<file path="config.mk">
export PLATFORM = sky130hd
export DESIGN_NAME = gray_bin_pipe
export DESIGN_NICKNAME = d
export VERILOG_FILES = /design/src/rtl/gray_pkg.sv /design/src/rtl/gray_bin_stage.sv /design/src/rtl/gray_bin_pipe.sv
export SDC_FILE = /design/constraint.sdc
export NUM_CORES = 1
export LEC_CHECK = 0
export CORE_UTILIZATION = 35
export DETAILED_ROUTE_END_ITERATION = 10
export SYNTH_ARGS = -nofsm -noshare
export SYNTH_HDL_FRONTEND = slang
export SYNTH_SLANG_ARGS = --single-unit
</file>
<file path="constraint.sdc">
create_clock -name clk -period 1.4 [get_ports clk]
set_input_delay 0.21 -clock clk [delete_from_list [all_inputs] [get_ports clk]]
set_output_delay 0.21 -clock clk [all_outputs]
set_load 0.005 [all_outputs]
</file>
<file path="src/rtl/gray_pkg.sv">
// rtl/gray_pkg.sv - shared constants and helpers for the Gray/binary converter pipeline
//
// Contents:
//   MODE_G2B / MODE_B2G : per-word conversion selector encoding
//   calc_ch             : bits resolved per stage (ceiling of DSIZE/STAGES)
//   stage_hi / stage_lo : bit range a given stage resolves in Gray-to-binary mode
//                         (stage_hi < 0 means the stage has nothing left to resolve)

package gray_pkg;

    localparam logic MODE_G2B = 1'b0;
    localparam logic MODE_B2G = 1'b1;

    function automatic int calc_ch(input int dsize, input int stages);
        return (dsize + stages - 1) / stages;
    endfunction

    function automatic int stage_hi(input int dsize, input int ch, input int idx);
        return dsize - 1 - idx * ch;
    endfunction

    function automatic int stage_lo(input int dsize, input int ch, input int idx);
        int lo;
        lo = dsize - (idx + 1) * ch;
        if (lo < 0) begin
            lo = 0;
        end
        return lo;
    endfunction

endpackage

</file>
<file path="src/rtl/gray_bin_stage.sv">
// rtl/gray_bin_stage.sv - one register stage of the Gray/binary conversion pipeline
//
// Parameters:
//   DSIZE     : word width
//   CH        : Gray bits resolved per stage
//   STAGE_IDX : position of this stage (0 = first)
// Ports:
//   clk, rst              : clock, synchronous active-high reset
//   up_valid/mode/data    : word offered by the previous stage (or the block input)
//   down_ready            : next stage (or the block output) can take this stage's word
//   valid/mode/data       : registered word held by this stage

module gray_bin_stage
    import gray_pkg::*;
#(
    parameter int DSIZE     = 8,
    parameter int CH        = 4,
    parameter int STAGE_IDX = 0
) (
    input  logic             clk,
    input  logic             rst,
    input  logic             up_valid,
    input  logic             up_mode,
    input  logic [DSIZE-1:0] up_data,
    input  logic             down_ready,
    output logic             valid,
    output logic             mode,
    output logic [DSIZE-1:0] data
);

    localparam int HI = stage_hi(DSIZE, CH, STAGE_IDX);
    localparam int LO = stage_lo(DSIZE, CH, STAGE_IDX);

    logic             up_ready;
    logic [DSIZE-1:0] nxt_data;
    logic             carry;

    // In G2B mode the word carries already-resolved binary bits above HI and
    // untouched Gray bits below. Walking from the MSB, carry tracks the binary
    // bit just above the current position: outside this stage's slice it is
    // simply the incoming bit (already binary above HI), inside the slice it
    // accumulates the prefix XOR.
    always_comb begin
        nxt_data = up_data;
        carry    = 1'b0;
        if (up_mode == MODE_B2G) begin
            if (STAGE_IDX == 0) begin
                nxt_data = up_data ^ (up_data >> 1);
            end
        end else begin
            for (int i = DSIZE - 1; i >= 0; i--) begin
                if (i <= HI && i >= LO) begin
                    carry       = carry ^ up_data[i];
                    nxt_data[i] = carry;
                end else begin
                    carry = up_data[i];
                end
            end
        end
    end

    // An empty stage always accepts, so bubbles collapse under backpressure.
    assign up_ready = !valid || down_ready;

    always_ff @(posedge clk) begin
        if (rst) begin
            valid <= 1'b0;
            mode  <= 1'b0;
            data  <= '0;
        end else if (up_ready) begin
            valid <= up_valid;
            if (up_valid) begin
                mode <= up_mode;
                data <= nxt_data;
            end
        end
    end

endmodule

</file>
<file path="src/rtl/gray_bin_pipe.sv">
// rtl/gray_bin_pipe.sv - pipelined bidirectional Gray/binary converter with valid/ready
//
// Parameters:
//   DSIZE  : word width (>= 2)
//   STAGES : register stages, equal to the latency in cycles (1..DSIZE)
// Ports:
//   clk, rst                   : clock, synchronous active-high reset
//   in_valid/in_ready          : input handshake
//   in_mode                    : 0 = Gray->binary, 1 = binary->Gray
//   in_data                    : word to convert
//   out_valid/out_ready        : output handshake
//   out_mode                   : mode the output word was issued with
//   out_data                   : converted word (registered)

module gray_bin_pipe
    import gray_pkg::*;
#(
    parameter int DSIZE  = 8,
    parameter int STAGES = 2
) (
    input  logic             clk,
    input  logic             rst,
    input  logic             in_valid,
    output logic             in_ready,
    input  logic             in_mode,
    input  logic [DSIZE-1:0] in_data,
    output logic             out_valid,
    input  logic             out_ready,
    output logic             out_mode,
    output logic [DSIZE-1:0] out_data
);

    localparam int CH = calc_ch(DSIZE, STAGES);

    logic [STAGES-1:0] st_valid;
    logic [STAGES-1:0] st_mode;
    logic [STAGES-1:0] st_down_ready;
    logic [DSIZE-1:0]  st_data [STAGES];

    // The ready seen by stage s is out_ready OR any empty stage downstream of
    // it. Computing it from the valid registers directly (instead of chaining
    // each stage's ready into the next) keeps the path loop-free.
    always_comb begin
        st_down_ready = '0;
        for (int s = 0; s < STAGES; s++) begin
            st_down_ready[s] = out_ready;
            for (int k = s + 1; k < STAGES; k++) begin
                if (!st_valid[k]) begin
                    st_down_ready[s] = 1'b1;
                end
            end
        end
    end

    assign in_ready = !st_valid[0] || st_down_ready[0];

    for (genvar s = 0; s < STAGES; s++) begin : g_stage
        logic             u_valid;
        logic             u_mode;
        logic [DSIZE-1:0] u_data;

        if (s == 0) begin : g_first
            assign u_valid = in_valid;
            assign u_mode  = in_mode;
            assign u_data  = in_data;
        end else begin : g_next
            assign u_valid = st_valid[s-1];
            assign u_mode  = st_mode[s-1];
            assign u_data  = st_data[s-1];
        end

        gray_bin_stage #(
            .DSIZE     (DSIZE),
            .CH        (CH),
            .STAGE_IDX (s)
        ) u_stage (
            .clk        (clk),
            .rst        (rst),
            .up_valid   (u_valid),
            .up_mode    (u_mode),
            .up_data    (u_data),
            .down_ready (st_down_ready[s]),
            .valid      (st_valid[s]),
            .mode       (st_mode[s]),
            .data       (st_data[s])
        );
    end

    assign out_valid = st_valid[STAGES-1];
    assign out_mode  = st_mode[STAGES-1];
    assign out_data  = st_data[STAGES-1];

endmodule
</file>
# == After elaboration in Yosys (flattened, before gate mapping) ==
# Index checks and enable logic that the tools add are counted.
# classes
bitwise,8
muxes,11
n_reduce_logical,6
# op_table
op,count
4-bit 2-to-1 mux,3
1-bit 2-to-1 mux,8
8-bit by 7-bit bitwise XOR with 8-bit output,1
1-bit bitwise XOR,7
2-bit AND reduction,2
1-bit zero test,2
1-bit logical OR,2
# totals
out_inout_bits,11
wordCells,31
regBits,20

# == Depth between registers and ports, before layout ==
# Gate-level depths: netlist of the first run.
# logic_depth
word_depth,9
mapped_depth,6
ltp_nobuf,4

# == Hierarchy ==
# A second synthesis of the first run with hierarchy kept.
# unflattened
hier_cells,110
hier_area_um2,974.7
# modules_own_cells
module,instances,seq_area_each_um2,cells_each,area_per_inst_um2
gray_bin_stage at g_stage[0].u_stage,1,200.2,56,520.5
gray_bin_stage at g_stage[1].u_stage,1,200.2,52,440.4
gray_bin_pipe,1,0.0,2,13.8

# == Least setup slack after synthesis of the first run ==
# Ideal clock, no wire load.
# synth_timing
kind,reg-to-reg
from,register g_stage[0].u_stage.data[4]
to,register g_stage[1].u_stage.data[0]
t_arrival_ns,1.404
t_required_ns,1.309
path_stages_with_launch,5
setup_time_ns,0.091
period_less_slack_ns,1.495
path_slack_ns,-0.095
path_cell_list,dfxtp_1 xnor3_1 xor2_1 or3_1 a311oi_1
# synth_between
elab_chain_cells,9
# synth_lines
item,line_no,text
start: declaration,gray_bin_stage.sv:28,output logic [DSIZE-1:0] data
start signal: assignment,gray_bin_stage.sv:74,data <= nxt_data;
1-bit 2-to-1 mux,gray_bin_stage.sv:46,if (up_mode == MODE_B2G) begin
1-bit bitwise XOR,gray_bin_stage.sv:53,carry = carry ^ up_data[i];
1-bit 2-to-1 mux,gray_bin_stage.sv:46,
1-bit bitwise XOR,gray_bin_stage.sv:53,
1-bit 2-to-1 mux,gray_bin_stage.sv:46,
1-bit bitwise XOR,gray_bin_stage.sv:53,
1-bit 2-to-1 mux,gray_bin_stage.sv:46,
1-bit bitwise XOR,gray_bin_stage.sv:53,
4-bit 2-to-1 mux,gray_bin_stage.sv:46,
end signal: assignment,gray_bin_stage.sv:74,
end: declaration,gray_bin_stage.sv:28,
# Every way passes these cells. The select of a mux whose other input is x is not followed.
# A chain may end at the register's enable or synchronous reset.

# == Worst setup path in the final report of the first run ==
# Ends and elaborated chain as after synthesis.

==> results of run 1 <==
what timing repair did:
item,CTS,global route
gates resized for setup,2,5
pin swaps,0,2
hold buffers,0,0
setup buffers,0,1
endpoints found under the setup margin,3,5
gates cloned,0,0
logic make-up (layout without fill, tap and decap cells):
| family | after synthesis | count (layout) | synth area share, % |
|---|---|---|---|
| xor+xnor | 12 | 12 | 13.7 |
| compound gates | 19 | 19 | 13.7 |
| buf+inv | 7 | 45 | 3.16 |
| flops | 20 | 20 | 46.0 |
| simple gates | 39 | 39 | 20.0 |
| mux | 3 | 3 | 3.45 |
per-layer routing:
layer  global-route usage [%]  part of all wire (%)  vias up
li1                         -                     -      412
met1                     19.0                    47      331
met2                     23.9                    49       16
met3                    0.877                   2.9        2
met4                     5.41                  0.97        0
met5                        0                     0        -
final cells by class:
type	instances	area [um^2]	area share, %
multi-input cells	73	449	34.7
flip-flops and latches	20	407	31.4
repair buffers	39	362	27.9
well taps	28	35.0	2.70
clock buffers	4	36.3	2.80
inverters	2	7.51	0.579
metrics by stage:
stage                     setup TNS, ps  cell area (um^2)  setup slack [ps]
after CTS                          -137              1280              -137
after detailed placement          -1670              1240              -154
after global placement            -1520              1240              -145
after floorplan                   -82.8               871             -82.8
after global routing               -241              1300              -196
final                              -132              1300              -132
Yosys cell counts:
library cell   n
inv_1          2
nor2_1        13
nand3_1        1
nand2b_1       1
xnor3_1        1
buf_2          1
and2_1         2
xor2_1         5
nor2b_1        2
dfxtp_1       20
a211oi_1       8
nor3_1         1
nand2_1       15
a21oi_1        8
mux2i_1        3
xnor2_1        6
or3_1          2
nand3b_1       1
clkbuf_1       4
or2b_1         1
o21ai_0        2
a311oi_1       1
critical path, delay by kind of cell (launching register included):
kind            cells  cell delay (ps)
compound gates      1              230
xor+xnor            2              580
simple gates        1              300
flops               1              350
sequential cells by signal (all words and copies together) (netlist names):
signal	count
g_stage.u_stage.mode	2
g_stage.u_stage.data	16
g_stage.u_stage.valid	2
power breakdown:
| group | internal, mW | total (mW) | switching [mW] |
|---|---|---|---|
| Sequential | 0.608 | 0.633 | 0.0249 |
| Combinational | 0.176 | 0.291 | 0.115 |
| Clock | 0.158 | 0.328 | 0.169 |
final timing paths:
check | from | end | slack (ps)
setup / recovery | g_stage[0].u_stage.data[4] | g_stage[1].u_stage.data[0] | -130
hold / removal | g_stage[1].u_stage.data[4] | g_stage[1].u_stage.data[4] | 460
setup reg to reg | g_stage[0].u_stage.data[4] | g_stage[1].u_stage.data[0] | -130
hold reg to reg | g_stage[1].u_stage.data[4] | g_stage[1].u_stage.data[4] | 460
==> impl_metrics.toml, run 1 <==
[outcome]
outcome = "complete, but fails checks"
violations = "negative setup slack"

[sta]
fin_crit_ps = 1530
skew_ps = 1.37
worst_slew_pin_slew_ps = 272
setup_viol = 1
report.final.slew_viol_count = 0
maxSlewHeadroom_pct = 81.8
finalHoldViolations = 0
fin_ws_ps = -132
holdWs_ps = 463
min_period_over_period_pct = 109
fmax_ghz = 0.653
rsz0062_at_grt = "true"

[clocking]
cts.sinks = 20
cts_made_buffers = 3
cts.htree.levels = 1
cts_tree = "yes"
cts.clk_slew.worst_paths_ps = 110
cts_max_path_buffers = 2
clock-root-buffer = "clkbuf_4"
clock_latency_ps = 290

[global_routing]
track_usage_pct = 14.3
grt_pass1_vias = 689
grt_overflow = 0
grt_start_max_net_pins = 16
antenna_found_initial = 0
grt_pass1_wl_um = 2900

[pwr]
peakVddDrop_mv = 0.500
power.density_nw_per_um2 = 966
finalPower_mw = 1.25
p_leak_nw = 0.507

[placement]
dp.cells = 161
dp_hpwl_um = 1430
portBuffers = 23
gp_congestion = 0.753

[worst_setup_path]
crit_path_top_delay_cell = "xnor3_1"
crit_fanout = 2
required_ps = 1610
worstSetupPathType = "register to register"
critPathCaptureType = "register"
cpPeakStageDelay_ps = 420
reg2reg_depth = 4
arrival_ps = 1750
path_cells = "xnor3_1, xor2_1, or3_1, a311oi_1"
cp-start-kind = "register"

[layout]
final_nets = 152
nFillCells = 213
areaGrowthSynthToFinish_pct = 49.1
n_antenna_cell = 0
drive_gt1_share_pct = 18.8
post-route-util_pct = 57.0
layout_common_cells = "clkdlybuf4s50_1, nand2_1, dfxtp_1, buf_4, nor2_1"
layout.cells.non_filler = 166
final_common_cell = "clkdlybuf4s50_1"

[logic_synthesis]
synth_seq_cells = 20
ys_warn_count = 0
synth_cell_types = 22
syn-cell-area_um2 = 870
ys_top_cells_by_area = "dfxtp_1, a211oi_1, nand2_1"
ys_seq_area_share_pct = 46.0
yosysTopAreaCellShare_pct = 46.0
synth_top_area_cell = "dfxtp_1"
synth_nets = 113
avgSynthCellArea_um2 = 8.70
syn_inst = 100

[routing]
avgRoutedWirePerCell_um = 10.5
dr.pass1.iters = 4
drt-vias-per-instance = 4.58
antenna_left = 0
remaining_drc_errors = 0
num_vias = 761
routed_wl_um = 1750
dr.first_iter.drc_count = 13

[worst_hold_path]
hold_path.class = "register to register"
holdPathStages = 2

[die]
core_um2 = 2280
die_h_um = 51.8
fp.dieW_um = 51.8
fp.dieArea_um2 = 2690
ios = 24
rows = 17
start_util_pct = 38.2

[job]
max_cap_violations = 0
No activity file was read; power rests on OpenSTA's default activity.
==> run 2, diff against run 1 <==
--- a/config.mk
+++ b/config.mk
@@ -5,8 +5,9 @@
 export SDC_FILE = /design/constraint.sdc
 export NUM_CORES = 1
 export LEC_CHECK = 0
-export CORE_UTILIZATION = 35
+export CORE_UTILIZATION = 30
 export DETAILED_ROUTE_END_ITERATION = 10
+export GPL_ROUTABILITY_DRIVEN = 1
 export SYNTH_ARGS = -nofsm -noshare
 export SYNTH_HDL_FRONTEND = slang
 export SYNTH_SLANG_ARGS = --single-unit
==> run 2 against run 1 <==
Net effect: the run still ends with negative setup slack left; routed wire length grew 2.2%; critical path depth did not move; sequential share of layout area grew 0.11 points; critical path type unchanged; maximum frequency is 2.5% lower; clock skew about the same; first-iteration DRC count grew 77%; combinational power decreased by 4%; die area rose by 16%.
==> impl_metrics.toml, run 2 (synthesis results as in run 1) <==
[worst_setup_path]
critPathCaptureType = "register"
arrival_ps = 1780
required_ps = 1610
r2r_slack_ps = -170
cp-start-kind = "register"
reg2reg_to = "g_stage[1].u_stage.data[0]"
worstSetupPathType = "register to register"
reg2reg_depth = 4
crit_fanout = 2
rr_startpoint = "g_stage[0].u_stage.data[3]"

[clocking]
post_cts_buffers = 0
cts.sinks = 20
cts.htree.levels = 1
cts_max_path_buffers = 2
cts_tree = "yes"
clock-root-buffer = "clkbuf_4"
cts.repair.resized = 1
cts.clk_slew.worst_paths_ps = 110
cts_hold_buf = 0
cts_made_buffers = 3
clock_latency_ps = 290

[layout]
final_nets = 151
final_cell_area_um2 = 1310
post-route-util_pct = 47.4
nFillCells = 265
layout.cells.non_filler = 168
largest_reg_flops = 16
final_common_cell = "clkdlybuf4s50_1"
reg.largest.list = "g_stage.u_stage.data: 16 flops, g_stage.u_stage.mode: 2 flops, g_stage.u_stage.valid: 2 flops"
layout_common_cells = "clkdlybuf4s50_1, nand2_1, nor2_1, buf_4, dfxtp_1"
drive_gt1_share_pct = 20.4
areaGrowthSynthToFinish_pct = 50.4
largest_register = "g_stage.u_stage.data"
n_antenna_cell = 0

[placement]
dp.cells = 164
place_area_um2 = 1260
portBuffers = 23
gp_congestion = 0.771
dp_hpwl_um = 1390

[global_routing]
antenna_found_initial = 0
grt_start_max_net_pins = 21
grt_pass1_vias = 707
grt_pass1_wl_um = 3000
track_usage_pct = 12.3
grt_overflow = 0

[worst_hold_path]
worstHoldStart = "g_stage[0].u_stage.data[6]"
hold_path.class = "register to register"
whs_endpoint = "g_stage[1].u_stage.data[6]"
holdPathStages = 2

[sta]
fin_crit_ps = 1570
report.final.slew_viol_count = 0
holdWs_ps = 461
finalHoldViolations = 0
rsz0062_at_grt = "true"
min_period_over_period_pct = 112
fmax_ghz = 0.636
setup_viol = 1
skew_ps = 1.40
worst_slew_pin_slew_ps = 312
fin_ws_ps = -172
maxSlewHeadroom_pct = 79.2

[outcome]
outcome = "complete, but fails checks"
violations = "negative setup slack"

[routing]
remaining_drc_errors = 0
dr.first_iter.drc_count = 23
avgRoutedWirePerCell_um = 10.6
drt-vias-per-instance = 4.61
num_vias = 775
routed_wl_um = 1780
antenna_left = 0
dr.pass1.iters = 4

[job]
max_cap_violations = 0

[die]
die_h_um = 55.8
fp.dieW_um = 55.8
start_util_pct = 31.5
rows = 19
core_um2 = 2760
ios = 24
fp.dieArea_um2 = 3120

[pwr]
peakVddDrop_mv = 0.489
finalPower_mw = 1.25
power.density_nw_per_um2 = 953
p_leak_nw = 0.542
-- run 2: cell count changes in the layout (fill, tap and decap cells not counted), moves of 2 or more --
cell / before / now
clkdlybuf4s50_1: 22 / 20
dlymetal6s2s_1: 0 / 2
buf_4: 15 / 13
dfxtp_1: 15 / 11
dfxtp_2: 5 / 9
-- run 2: worst max path at each step --
stage / from / end / depth (start not counted)
finish: g_stage[0].u_stage.data[3] / g_stage[1].u_stage.data[0] / 4
global route: g_stage[0].u_stage.data[3] / g_stage[1].u_stage.data[0] / 4
CTS: g_stage[0].u_stage.data[3] / g_stage[1].u_stage.data[0] / 4
detailed placement: g_stage[0].u_stage.data[3] / g_stage[1].u_stage.data[0] / 4
global placement: out_ready / in_ready / 3
floorplan: g_stage[0].u_stage.data[3] / g_stage[1].u_stage.data[0] / 4
-- run 2: critical path, cell delays in order (launching register included) --
cell and delay, ps:
dfxtp_2 340, xnor3_1 420, xor2_1 160, or3_1 310
a311oi_1 250
-- run 2: final cells by class --
type	instances	area, um^2	share of cell area, %
multi-input cells	73	442	33.8
flip-flops and latches	20	412	31.5
repair buffers	38	372	28.4
well taps	31	38.8	2.97
clock buffers	4	36.3	2.78
inverters	2	7.51	0.574
-- run 2: per-layer routing --
| layer | part of all wire (%) | up-vias | GRT usage (%) | wire length, um |
|---|---|---|---|---|
| met1 | 48 | 353 | 15.1 | 858 |
| met4 | 0 | 0 | 5.23 | 0 |
| li1 | - | 407 | - | - |
| met5 | 0 | - | 0 | 0 |
| met3 | 4.0 | 0 | 3.02 | 71 |
| met2 | 48 | 15 | 20.5 | 855 |
-- run 2: power by group --
| group | internal [mW] | total, mW | switching [mW] | leakage, nW |
|---|---|---|---|---|
| Sequential | 0.609 | 0.633 | 0.0242 | 0.168 |
| Clock | 0.158 | 0.332 | 0.173 | 0.0210 |
| Combinational | 0.168 | 0.280 | 0.113 | 0.352 |
-- run 2: metrics by stage --
step / setup WS, ps / setup TNS (ps)
CTS: -175 / -175
floorplan: -82.8 / -82.8
global route: -241 / -273
finish: -172 / -172
global placement: -123 / -1490
detailed placement: -146 / -1990
==> run 3, diff against run 2 <==
--- a/config.mk
+++ b/config.mk
@@ -6,6 +6,7 @@
 export NUM_CORES = 1
 export LEC_CHECK = 0
 export CORE_UTILIZATION = 30
+export CTS_CLUSTER_DIAMETER = 120
 export DETAILED_ROUTE_END_ITERATION = 10
 export GPL_ROUTABILITY_DRIVEN = 1
 export SYNTH_ARGS = -nofsm -noshare
==> results of run 3 <==
No change in the layout: final DEF, timing and power equal those of run 2.
